`config.mk`:
```
export PLATFORM = sky130hd
export DESIGN_NAME = obstacle_ctrl
export DESIGN_NICKNAME = d
export VERILOG_FILES = /design/src/rtl/vga_pkg.sv /design/src/rtl/lfsr16.sv /design/src/rtl/obstacle_ctrl.sv
export SDC_FILE = /design/constraint.sdc
export NUM_CORES = 1
export LEC_CHECK = 0
export ABC_CLOCK_PERIOD_IN_PS = 4000
export CORE_ASPECT_RATIO = 0.9
export CORE_MARGIN = 3
export CORE_UTILIZATION = 35
export DETAILED_ROUTE_END_ITERATION = 8
export DONT_BUFFER_PORTS = 1
export GPL_TIMING_DRIVEN = 0
export HOLD_SLACK_MARGIN = 0.02
export REMOVE_ABC_BUFFERS = 1
export SLEW_MARGIN = 40
export SYNTH_ARGS = -nofsm -noshare
export SYNTH_HDL_FRONTEND = slang
export SYNTH_SLANG_ARGS = --single-unit
export TNS_END_PERCENT = 30
```
`constraint.sdc`:
```
create_clock -name clk -period 4 [get_ports clk]
set_clock_uncertainty 0.1 [all_clocks]
set_input_delay 0.8 -clock clk [delete_from_list [all_inputs] [get_ports clk]]
set_output_delay 0.8 -clock clk [all_outputs]
set_load 0.005 [all_outputs]
```
`src/rtl/vga_pkg.sv`:
```
// Shared constants and types for the obstacle controller.
//   X_START    : off-screen column an obstacle sweep starts from
//   SPEED      : pixels moved per frame tick
//   OBST_WIDTH : obstacle column width in pixels
//   GAP        : vertical opening between the top and bottom obstacles
//   GAP_MIN    : smallest top-obstacle extent
//   state_t    : obstacle FSM states
package vga_pkg;

  localparam logic [11:0] X_START    = 12'd800;
  localparam logic [11:0] SPEED      = 12'd2;
  localparam logic [11:0] OBST_WIDTH = 12'd50;
  localparam logic [11:0] GAP        = 12'd150;
  localparam logic [11:0] GAP_MIN    = 12'd100;
  localparam logic [11:0] TOP_RESET  = 12'd200;
  localparam logic [11:0] BOT_RESET  = 12'd350;

  localparam logic [15:0] LFSR_SEED  = 16'hACE1;
  // Galois mask for the x^16 + x^14 + x^13 + x^11 + 1 polynomial
  localparam logic [15:0] LFSR_TAPS  = 16'hB400;

  typedef enum logic [1:0] {
    IDLE = 2'd0,
    RUN  = 2'd1,
    STOP = 2'd2
  } state_t;

endpackage

```
`src/rtl/lfsr16.sv`:
```
// Free-running 16-bit maximal-length Galois LFSR (right-shifting).
// Ports:
//   clk   : clock
//   rst   : asynchronous active-high reset, loads LFSR_SEED
//   value : current LFSR state, never zero
module lfsr16
  import vga_pkg::*;
(
  input  logic        clk,
  input  logic        rst,
  output logic [15:0] value
);

  always_ff @(posedge clk or posedge rst) begin
    if (rst) begin
      value <= LFSR_SEED;
    end else begin
      value <= {1'b0, value[15:1]} ^ (value[0] ? LFSR_TAPS : 16'h0000);
    end
  end

endmodule

```
`src/rtl/obstacle_ctrl.sv`:
```
// Obstacle column controller: sweeps an obstacle pair right-to-left once
// per frame tick, re-randomises the gap on wrap and counts obstacles the
// bird has passed.
// Ports:
//   clk               : pixel clock
//   rst               : asynchronous active-high reset
//   vblnk             : vertical blanking, rising edge is the frame tick
//   start             : one-cycle start / restart request
//   game_over         : collision level from game logic
//   bird_xpos         : bird sprite left edge
//   obstacle_xpos     : obstacle column left edge (registered)
//   obstacle_ypos_top : last row of the top obstacle (registered)
//   obstacle_ypos_bot : first row of the bottom obstacle (registered)
//   score_pulse       : one-cycle pulse per obstacle passed
//   score             : saturating count of obstacles passed
//   running           : high while the FSM is in RUN
module obstacle_ctrl
  import vga_pkg::*;
(
  input  logic        clk,
  input  logic        rst,
  input  logic        vblnk,
  input  logic        start,
  input  logic        game_over,
  input  logic [11:0] bird_xpos,
  output logic [11:0] obstacle_xpos,
  output logic [11:0] obstacle_ypos_top,
  output logic [11:0] obstacle_ypos_bot,
  output logic        score_pulse,
  output logic [7:0]  score,
  output logic        running
);

  state_t      state;
  logic        vblnk_d;
  logic        tick;
  logic [15:0] lfsr;
  logic        unused_lfsr;

  logic [11:0] xpos_dec;
  logic [11:0] top_new;
  logic [11:0] bot_new;
  logic        wrap;
  logic        passed;

  function automatic logic [7:0] sat_inc(input logic [7:0] v);
    return (v == 8'hFF) ? v : v + 8'd1;
  endfunction

  lfsr16 u_lfsr (
    .clk   (clk),
    .rst   (rst),
    .value (lfsr)
  );

  // Only the low byte feeds the gap position.
  assign unused_lfsr = ^lfsr[15:8];

  assign tick     = vblnk & ~vblnk_d;
  assign xpos_dec = obstacle_xpos - SPEED;
  assign top_new  = GAP_MIN + {4'h0, lfsr[7:0]};
  assign bot_new  = top_new + GAP;
  // Reload before the subtraction could underflow.
  assign wrap     = (obstacle_xpos <= SPEED);
  // The right edge crosses the bird's left edge on this step.
  assign passed   = ((obstacle_xpos + OBST_WIDTH) > bird_xpos) &&
                    ((xpos_dec + OBST_WIDTH) <= bird_xpos);

  always_ff @(posedge clk or posedge rst) begin
    if (rst) begin
      vblnk_d <= 1'b0;
    end else begin
      vblnk_d <= vblnk;
    end
  end

  always_ff @(posedge clk or posedge rst) begin
    if (rst) begin
      state             <= IDLE;
      obstacle_xpos     <= X_START;
      obstacle_ypos_top <= TOP_RESET;
      obstacle_ypos_bot <= BOT_RESET;
      score_pulse       <= 1'b0;
      score             <= 8'd0;
      running           <= 1'b0;
    end else begin
      score_pulse <= 1'b0;
      case (state)
        IDLE: begin
          obstacle_xpos <= X_START;
          if (start) begin
            state   <= RUN;
            running <= 1'b1;
          end
        end
        RUN: begin
          // Collision wins over a same-cycle start and freezes this frame.
          if (game_over) begin
            state   <= STOP;
            running <= 1'b0;
          end else if (tick) begin
            if (wrap) begin
              obstacle_xpos     <= X_START;
              obstacle_ypos_top <= top_new;
              obstacle_ypos_bot <= bot_new;
            end else begin
              obstacle_xpos <= xpos_dec;
              if (passed) begin
                score_pulse <= 1'b1;
                score       <= sat_inc(score);
              end
            end
          end
        end
        STOP: begin
          if (start) begin
            state         <= IDLE;
            score         <= 8'd0;
            obstacle_xpos <= X_START;
          end
        end
        default: begin
          state   <= IDLE;
          running <= 1'b0;
        end
      endcase
    end
  end

endmodule

```
Yosys cells after proc, flatten, opt, wreduce, memory -nomap -nowiden
Index checks and enable logic that the tools add are counted.

Reduce and logical (&&, ||, !) cells: 9. Bitwise operators: 5. Eq/ne operators: 11. Muxes and demuxes: 25. Add/subtract/negate cells: 6. $lt $le $gt $ge: 3.

Operator list (number): two-way mux 12 bit (4); two-way mux 8 bit (6); one-hot mux 12 bit (3 select lines) (1); adder 12 x 6 -> 12 bit (second input constant) (2); two-way mux 16 bit (1); inequality test 2 bit (second input constant) (8); one-hot mux 8 bit (2 select lines) (1); bitwise XOR 15 x 16 -> 16 bit (1); > comparator 12 bit (1); less-or-equal comparator 12 bit (1); less-or-equal comparator 12 x 2 -> 1 bit (second input constant) (1); subtractor 12 x 2 -> 12 bit (second input constant) (1); adder 9 x 8 -> 10 bit (second input constant) (1); adder 7 x 8 -> 9 bit (first input constant) (1); adder 8 x 1 -> 8 bit (second input constant) (1); equality test 8 bit (second input constant) (1); AND reduction 4 bit (2); two-way mux 1 bit (7); AND reduction 7 bit (1); two-way mux 2 bit (3); one-hot mux 2 bit (3 select lines) (1); AND reduction 3 bit (2); inverter 1 bit (3); one-hot mux 1 bit (3 select lines) (1); other kinds (7) (7).

Bits of input ports: 17. Bits in registers: 65. Logic and storage cells: 68. Output and inout bits: 46.

Depth between registers and ports, before layout
Depth in word-level cells: 9. Depth in mapped cells: 18. Gate-level depth less buffers: 15.

Cells and area by module
From an unflattened synthesis, not the netlist that was laid out.

Cell total of the unflattened synthesis: 406. Area, all modules: 3693.5 um^2.

By module, submodules not included: obstacle_ctrl (cells each 386, area an instance 3253.1 um^2, instances 1, seq. area each 1066.0 um^2); lfsr16 (cells each 20, area an instance 440.4 um^2, instances 1, seq. area each 410.4 um^2).

Worst setup path after synthesis
OpenSTA, ideal clock, no wires.

Path kind: register -> register. Start point: register obstacle_xpos[1]. End point: register score[1]. Stages on the path, launching flop included: 19. Library setup time: 126 ps. Required time: 3774 ps. Path slack: -256 ps. Arrival time: 4030 ps. Period minus slack after synthesis: 4256 ps. Path buffers: 3. Cells stage by stage: dfrtp_1 -> buf_1 -> inv_1 -> ha_1 -> clkbuf_1 -> nand2_1 -> a31oi_1 -> a31oi_1 -> nor4_4 -> mux2i_1 -> o221ai_1 -> ha_1 -> nand3_1 -> or3_1 -> o211a_1 -> o211ai_2 -> buf_2 -> nor3_1 -> a221o_1.

Word-level cells in the longest chain between the ends: 6. Elaborated cells on any way between the ends: 10. Those cells by class: add/sub (3); order compare (3); eq/ne (2); reduce/logical (2).

Ends and longest elaborated chain: from (decl) (RTL line obstacle_ctrl.sv:26) `output logic [11:0] obstacle_xpos,`; from (signal assigned) (RTL line obstacle_ctrl.sv:107) `obstacle_xpos <= xpos_dec;`; subtractor 12 x 2 -> 12 bit (RTL line obstacle_ctrl.sv:60) `assign xpos_dec = obstacle_xpos - SPEED;`; adder 12 x 6 -> 12 bit (RTL line obstacle_ctrl.sv:67) `((xpos_dec + OBST_WIDTH) <= bird_xpos);`; less-or-equal comparator 12 bit (RTL line obstacle_ctrl.sv:67); logical AND 1 bit (RTL line obstacle_ctrl.sv:66) `assign passed = ((obstacle_xpos + OBST_WIDTH) > bird_xpos) &&`; inequality test 2 bit (no source line); AND reduction 7 bit (no source line) (*); to (signal assigned) (RTL line obstacle_ctrl.sv:110) `score <= sat_inc(score);`; to (decl) (RTL line obstacle_ctrl.sv:30) `output logic [7:0] score,`.

Every way passes the cells marked *; elsewhere a longest branch is shown, timed or not. A chain may end at the register's enable or synchronous reset.

Worst setup path in the final report
Start point: register obstacle_xpos[1]. End point: register score[5].

Same word-level chain as after synthesis.

==> impl_results.md <==
- Vias/cell: 5.29
- Number of synthesized flops with an enable pin: 0
- Hpwl dp: 6.34 mm
- Crit path required time: 4.11 ns
- # IOs: 63
- Min Tclk post-route: 4.13 ns
- Netlist cell types: 66
- Setup CP Type: reg2reg
- Iter 0 DRT Violations: 178
- Grt ovf: 0
- Fin crit share: 103%
- Pre-CTS setup slack: -1.10 ns
- Largest net degree at the start of global routing: 35
- WP buf/inv: 2
- Cts hold-fix bufs: 0
- Synth top area cells: dfrtp_1, dfstp_2, ha_1, xnor2_1, nand2_1
- FMAX: 0.242 GHz
- Drt first pass iters: 4
- Cell area power density: 526 mW/mm^2
- Die ar.: 0.0124 sq mm
- First-pass GRT wire length: 15.4 mm
- GR Util All Layers: 15.6%
- Clk Latency, worst-skew pair: 0.32 ns
- Reg2Reg Setup Slack: -0.13 ns
- Post-synthesis sequential area ratio: 38.0%
- Area grow syn2layout: 18.2%
- Gp weighted congestion: 0.876
- Post-route DRC: 0
- Worst min path class: in2async
- Mean Syn Cell Area: 9.13 sq um
- Routed via count: 3,107
- Commonest cells after routing, fill and taps aside: nand2_1, dfrtp_1, ha_1, inv_1, nor2_1
- Vias in the first global route: 3,003
- Final WS setup: -0.130 ns
- Mux contribution to synthesized area: 1.67%
- Cell count after synthesis: 426
- Mapped cell area: 0.00389 sq mm
- Adder-cell share of the synthesized area: 9.66%
- Fin cells: 587
- Input/output buffers: 0
- Failing checks: setup timing
- Final setup vio count: 8
- Root Buffer: clkbuf_16
- Clk buf depth: 2
- H-Tree Depth: 3
- Largest family of logic cells by synthesized area: simple AND/OR/NAND/NOR gates
- CP Cell Sequence: inv_4 > ha_4 > buf_2 > or3b_2 > o41a_1 > nor2_2 > o31ai_4 > nand3_1 > xnor2_1 > ha_1 > a21o_1 > a211oi_2 > o211a_1 > o211ai_4 > or4_1 > a31o_2
- Site Rows: 35
- Synth top area share: 24.5%
- Ratio of cells with drive above 1 in the final layout: 22.1%
- Slew headroom: 52.4%
- Cell taking the most area after synthesis: dfrtp_1
- CP max-delay cell: or4_1
- Tot Pwr: 2.42 mW
- CTS tree: built
- # fillers: 1,018
- Die Wd: 117 microns
- Synth Area in Compound Gates: 17.2%
- Critical Path Max Stage Delay: 0.49 ns
- Lkg Pwr: 1.98 nW
- Layout Nets: 481
- Commonest non-fill, non-tap cell in the layout: nand2_1
- Unrepaired setup endpoints after global routing: yes
- Initial antenna violation count: 0
- CTS Buf Count: 9
- Max-slew violation count: 0
- Startpoint types: register
- DR WL/cell: 16.0 microns
- Max-Cap Viols: 0
- Critical path capture point type: register
- Worst Max-Slew Pin Slew: 0.714 ns
- Simple-gate share of the synthesized area: 18.8%
- Arrival @ worst endpoint: 4.24 ns
- Synth warn: 0
- Clock-pin slew on the worst setup and hold paths: 0.05 ns
- Post-synth ARST share: 100%
- Initial core utilization: 36.8%
- XOR/XNOR share of the synthesized area: 8.34%
- Die height: 106 microns
- Placed Cells: 551
- Max VDD drop: 375 uV
- Clock sinks: 58
- Flops & latches, synth: 58
- Hold Fails Final Rpt: 0
- Worst path top cell family by delay: compound AO/OA/AOI/OAI gates
- Post-DRT Antenna Nets: 0
- Number of antenna diodes: 0
- Routed wire length: 9.36 mm
- Core Box Area: 0.0106 sq mm
- Outcome: finished, violations left
- Critical path peak fanout: 7
- Post-synth top flop: dfrtp_1
## path summary, 6_finish.rpt
kind | start | to | cells past startpoint
hold / removal | rst | score[6]$_DFFE_PP0P_ | 1
min in group clk | u_lfsr.value[12]$_DFF_PP0_ | u_lfsr.value[11]$_DFF_PP1_ | 0
max in group asynchronous | rst | u_lfsr.value[7]$_DFF_PP1_ | 2
setup / recovery | obstacle_xpos[1]$_DFFE_PP0P_ | score[5]$_DFFE_PP0P_ | 16
hold reg to reg | u_lfsr.value[12]$_DFF_PP0_ | u_lfsr.value[11]$_DFF_PP1_ | 0
setup reg to reg | obstacle_xpos[1]$_DFFE_PP0P_ | score[5]$_DFFE_PP0P_ | 16
## state kept, by name, summed over array words and instances (netlist names)
signal,flops
score,8
u_lfsr.value,16
obstacle_ypos_bot,10
vblnk_d,1
score_pulse,1
running,1
obstacle_ypos_top,8
state,2
obstacle_xpos,11
## power breakdown
group | switching (mW) | total (mW) | internal (mW)
Combinational | 0.542 | 0.943 | 0.402
Sequential | 0.123 | 0.777 | 0.654
Clock | 0.261 | 0.695 | 0.434
Total | 0.926 | 2.42 | 1.49
## cells in the mapped netlist, types with 8 or more instances
| library cell | number |
|---|---|
| nand2_1 | 44 |
| dfrtp_1 | 38 |
| ha_1 | 30 |
| inv_1 | 26 |
| nor2_1 | 23 |
| xnor2_1 | 23 |
| a21oi_1 | 20 |
| dfstp_2 | 20 |
| o21ai_0 | 19 |
| clkbuf_1 | 15 |
| nand3_1 | 15 |
| xor2_1 | 14 |
| o21ai_1 | 13 |
| nand2b_1 | 8 |
| nor3_1 | 8 |
## cell families (layout without fill, tap and decap cells)
logic type | Yosys count | count (layout)
simple gates | 138 | 138
compound gates | 101 | 101
flops | 58 | 58
buf+inv | 55 | 63
xor+xnor | 37 | 37
fa+ha+maj | 30 | 30
mux | 6 | 6
other cells | 1 | 6
## routing by layer
metal | GRT usage [%] | part of all wire, %
met5 | 0 | 0
met4 | 4.75 | 1.3
met3 | 4.50 | 5.0
met2 | 22.7 | 46
met1 | 22.4 | 47
## what timing repair did
action                                  CTS  global route
buffers inserted                         16             4
pin swaps                                 7            20
endpoints found under the setup margin    9             9
endpoints found under the hold margin     0             0
resized for setup                        31            18
## layout make-up
class	count	area [sq um]	share of cell area (%)
multi-input cells	318	2380	51.8
well taps	148	185	4.03
clock buffers	10	239	5.20
inverters	26	105	2.29
clock inverters	6	41.3	0.898
repair buffers	21	159	3.46
flip-flops and latches	58	1480	32.3
## metrics by stage
stage,utilization (%),setup TNS [ns],instance area [sq um],hold WS [ns]
after floorplan,-,-1.05,3760,0.231
after global placement,37.4,-6.93,3940,0.234
after detailed placement,37.6,-7.95,3970,0.243
after CTS,42.6,-0.190,4500,0.229
after global routing,43.5,-2.43,4600,0.242
final,43.5,-0.547,4600,0.232
No activity file was read; power rests on OpenSTA's default activity.
==> RTL edit, RTL diff (same settings) <==
Make the reset (`rst`) synchronous in 3 clocked blocks. Comments in the files are not updated.
--- a/src/rtl/lfsr16.sv
+++ b/src/rtl/lfsr16.sv
@@ -12,5 +12,5 @@
 );
 
-  always_ff @(posedge clk or posedge rst) begin
+  always_ff @(posedge clk) begin
     if (rst) begin
       value <= LFSR_SEED;
--- a/src/rtl/obstacle_ctrl.sv
+++ b/src/rtl/obstacle_ctrl.sv
@@ -67,5 +67,5 @@
                     ((xpos_dec + OBST_WIDTH) <= bird_xpos);
 
-  always_ff @(posedge clk or posedge rst) begin
+  always_ff @(posedge clk) begin
     if (rst) begin
       vblnk_d <= 1'b0;
@@ -75,5 +75,5 @@
   end
 
-  always_ff @(posedge clk or posedge rst) begin
+  always_ff @(posedge clk) begin
     if (rst) begin
       state             <= IDLE;
Behaviour: differs if rst is asserted again (counterexample within 4 cycles, from zero or initial values and one cycle with rst high); with rst held inactive, the same outputs for 4 cycles.
==> RTL edit against the original RTL <==
Final cell count shrank 2.6%. Global-route usage shrank 1.5 points. Design area shrank 10%. Synthesized area shrank 5.6%. First-iteration DRC count shrank 55%. Sequential cell count is the same. Routed wire length shrank 11%. Core utilization shrank 2.1 points. Synthesized cell count grew 4.7%. Worst setup slack gained 370 ps. Largest cell class unchanged.
Power is not compared: it rests on default switching activity, and its combinational part moved more than twofold at a synthesized area within 25%.
==> RTL edit: results (changes against the original RTL) <==
| Metric | Value |
|---|---|
| Tightest Pin Transition | `634 ps (was 714 ps)` |
| First-pass DRT Iterations | `4 (unchanged)` |
| Number of flops mapped to enable cells by yosys | `0 (unchanged)` |
| Post-synth cell types | `62 (was 66)` |
| Worst path max stage delay | `540 ps (was 490 ps)` |
| Antenna diodes | `0 (unchanged)` |
| Iter 0 DRT Violations | `80 (was 178)` |
| H-tree depth | `3 (unchanged)` |
| Sequential element share of the synthesized area | `31.6% (was 38.0%)` |
| Synth warnings | `0 (unchanged)` |
| Final setup viols | `0 (was 8)` |
| Top reg by flops | `u_lfsr.value (unchanged)` |
| Synth area leaders | `dfxtp_1, ha_1, xnor2_1 (was dfrtp_1, dfstp_2, ha_1)` |
| Leakage | `1.72 nW` |
| Vias in the first global route | `2760 (was 3003)` |
| Crit path arrival time | `3870 ps (was 4240 ps)` |
| Via density | `5.22 (was 5.29)` |
| Port Buffers | `0 (unchanged)` |
| Top delay family on crit path | `simple AND/OR/NAND/NOR gates (was compound AO/OA/AOI/OAI gates)` |
| Met3 WL post-DR | `508 µm (was 468 µm)` |
| Initial antenna violation count | `0 (unchanged)` |
| Synth async-reset ratio | `0% (was 100%)` |
| Routed len/inst | `14.5 µm (was 16.0 µm)` |
| Biggest regs | `u_lfsr.value (16), obstacle_xpos (11), obstacle_ypos_bot (10) (unchanged)` |
| Cts bufs inserted | `9 (unchanged)` |
| CP max FO | `7 (unchanged)` |
| Longest Clk Path Bufs | `2 (unchanged)` |
| CP max stage cell | `or4_4 (was or4_1)` |
| Worst Hold Class | `register to register (was primary input to async pin)` |
| Commonest cells post-synth | `dfxtp_1, nor2_1, nand2_1 (was nand2_1, dfrtp_1, ha_1)` |
| Met2 WL | `3670 µm (was 4340 µm)` |
| Fin. Hold Viols | `0 (unchanged)` |
| Worst-path clk slew | `60 ps` |
| Top Metal Used | `met4 (unchanged)` |
| Max VDD drop | `0.198 mV` |
| Share of layout cells above drive strength 1 | `12.3% (was 22.1%)` |
| First-pass GRT wire length | `13500 µm (was 15400 µm)` |
| NumNets Final | `490 (was 481)` |
| Largest net degree at the start of global routing | `44 (was 35)` |
| Max Freq | `266 MHz (was 242 MHz)` |
| GRT Util Overall | `14.2% (was 15.6%)` |
| Status | `complete, no violations (was complete, but fails checks)` |
| Latest clock arrival within the worst-skew pair | `320 ps (about the same)` |
| Final Wtd Congestion | `0.843 (was 0.876)` |
| WL met1 | `4060 µm (was 4430 µm)` |
| Fillers | `1020 (was 1018)` |
| Detailed placer's ending HPWL | `6080 µm (was 6340 µm)` |
| CTS root buf | `clkbuf_16 (unchanged)` |
| Net switching power | `355 µW` |
## RTL edit: cells by family after synthesis
group,synth area share [%]
AND/OR/NAND/NOR,23.7
AO/OA/AOI/OAI,16.4
flip-flops,31.6
buffers and inverters,6.71
XOR/XNOR,9.10
adder cells (fa/ha/maj),10.9
multiplexers,1.40
other,0.102
## RTL edit: final timing paths
path	slack (ps)	to	depth (start not counted)	startpoint
max	240	score[6]$_SDFFE_PP0P_	16	obstacle_xpos[4]$_SDFFE_PP0P_
min reg2reg	300	u_lfsr.value[7]$_SDFF_PP1_	1	u_lfsr.value[8]$_SDFF_PP0_
min	300	u_lfsr.value[7]$_SDFF_PP1_	1	u_lfsr.value[8]$_SDFF_PP0_
max reg2reg	240	score[6]$_SDFFE_PP0P_	16	obstacle_xpos[4]$_SDFFE_PP0P_
## RTL edit: repair_timing
action	in CTS	in global routing
endpoints found under the setup margin	9	9
gates cloned	0	0
setup buffers	1	4
gates resized for setup	4	16
pin swaps	1	4
## RTL edit: routing by layer
metal  vias up  track usage [%]
met5         -                0
met3         6             5.11
met1      1394             18.9
met4         0             2.74
li1       1536                -
met2        52             22.3
## RTL edit: layout make-up
type | instances | area (µm²) | share of cell area (%)
Multi-Input combinational cell | 340 | 2350 | 57.0
Sequential cell | 58 | 1170 | 28.4
Clock buffer | 10 | 239 | 5.79
Tap cell | 126 | 158 | 3.82
Inverter | 27 | 101 | 2.46
Clock inverter | 6 | 66.3 | 1.61
Timing Repair Buffer | 5 | 37.5 | 0.910
## RTL edit: power by group through the flow
stage | clock network [mW] | registers, mW | logic (mW)
finish | 0.758 | 0.612 | 0.139
global route | 0.808 | 0.615 | 0.158
global placement | 0 | 0.625 | 0.125
detailed placement | 0 | 0.625 | 0.130
floorplan | 0 | 0.620 | 0.105
CTS | 0.781 | 0.613 | 0.133
## RTL edit: metrics by stage
step,worst slack (ps),cell area (µm²),power (mW),cells,TNS (ps)
floorplan,329,3540,0.725,425,0
global placement,-373,3700,0.750,551,-2590
detailed placement,-559,3710,0.755,551,-4120
CTS,37.3,4030,1.53,568,0
global route,-42.3,4130,1.58,572,-154
finish,239,4130,1.51,572,0
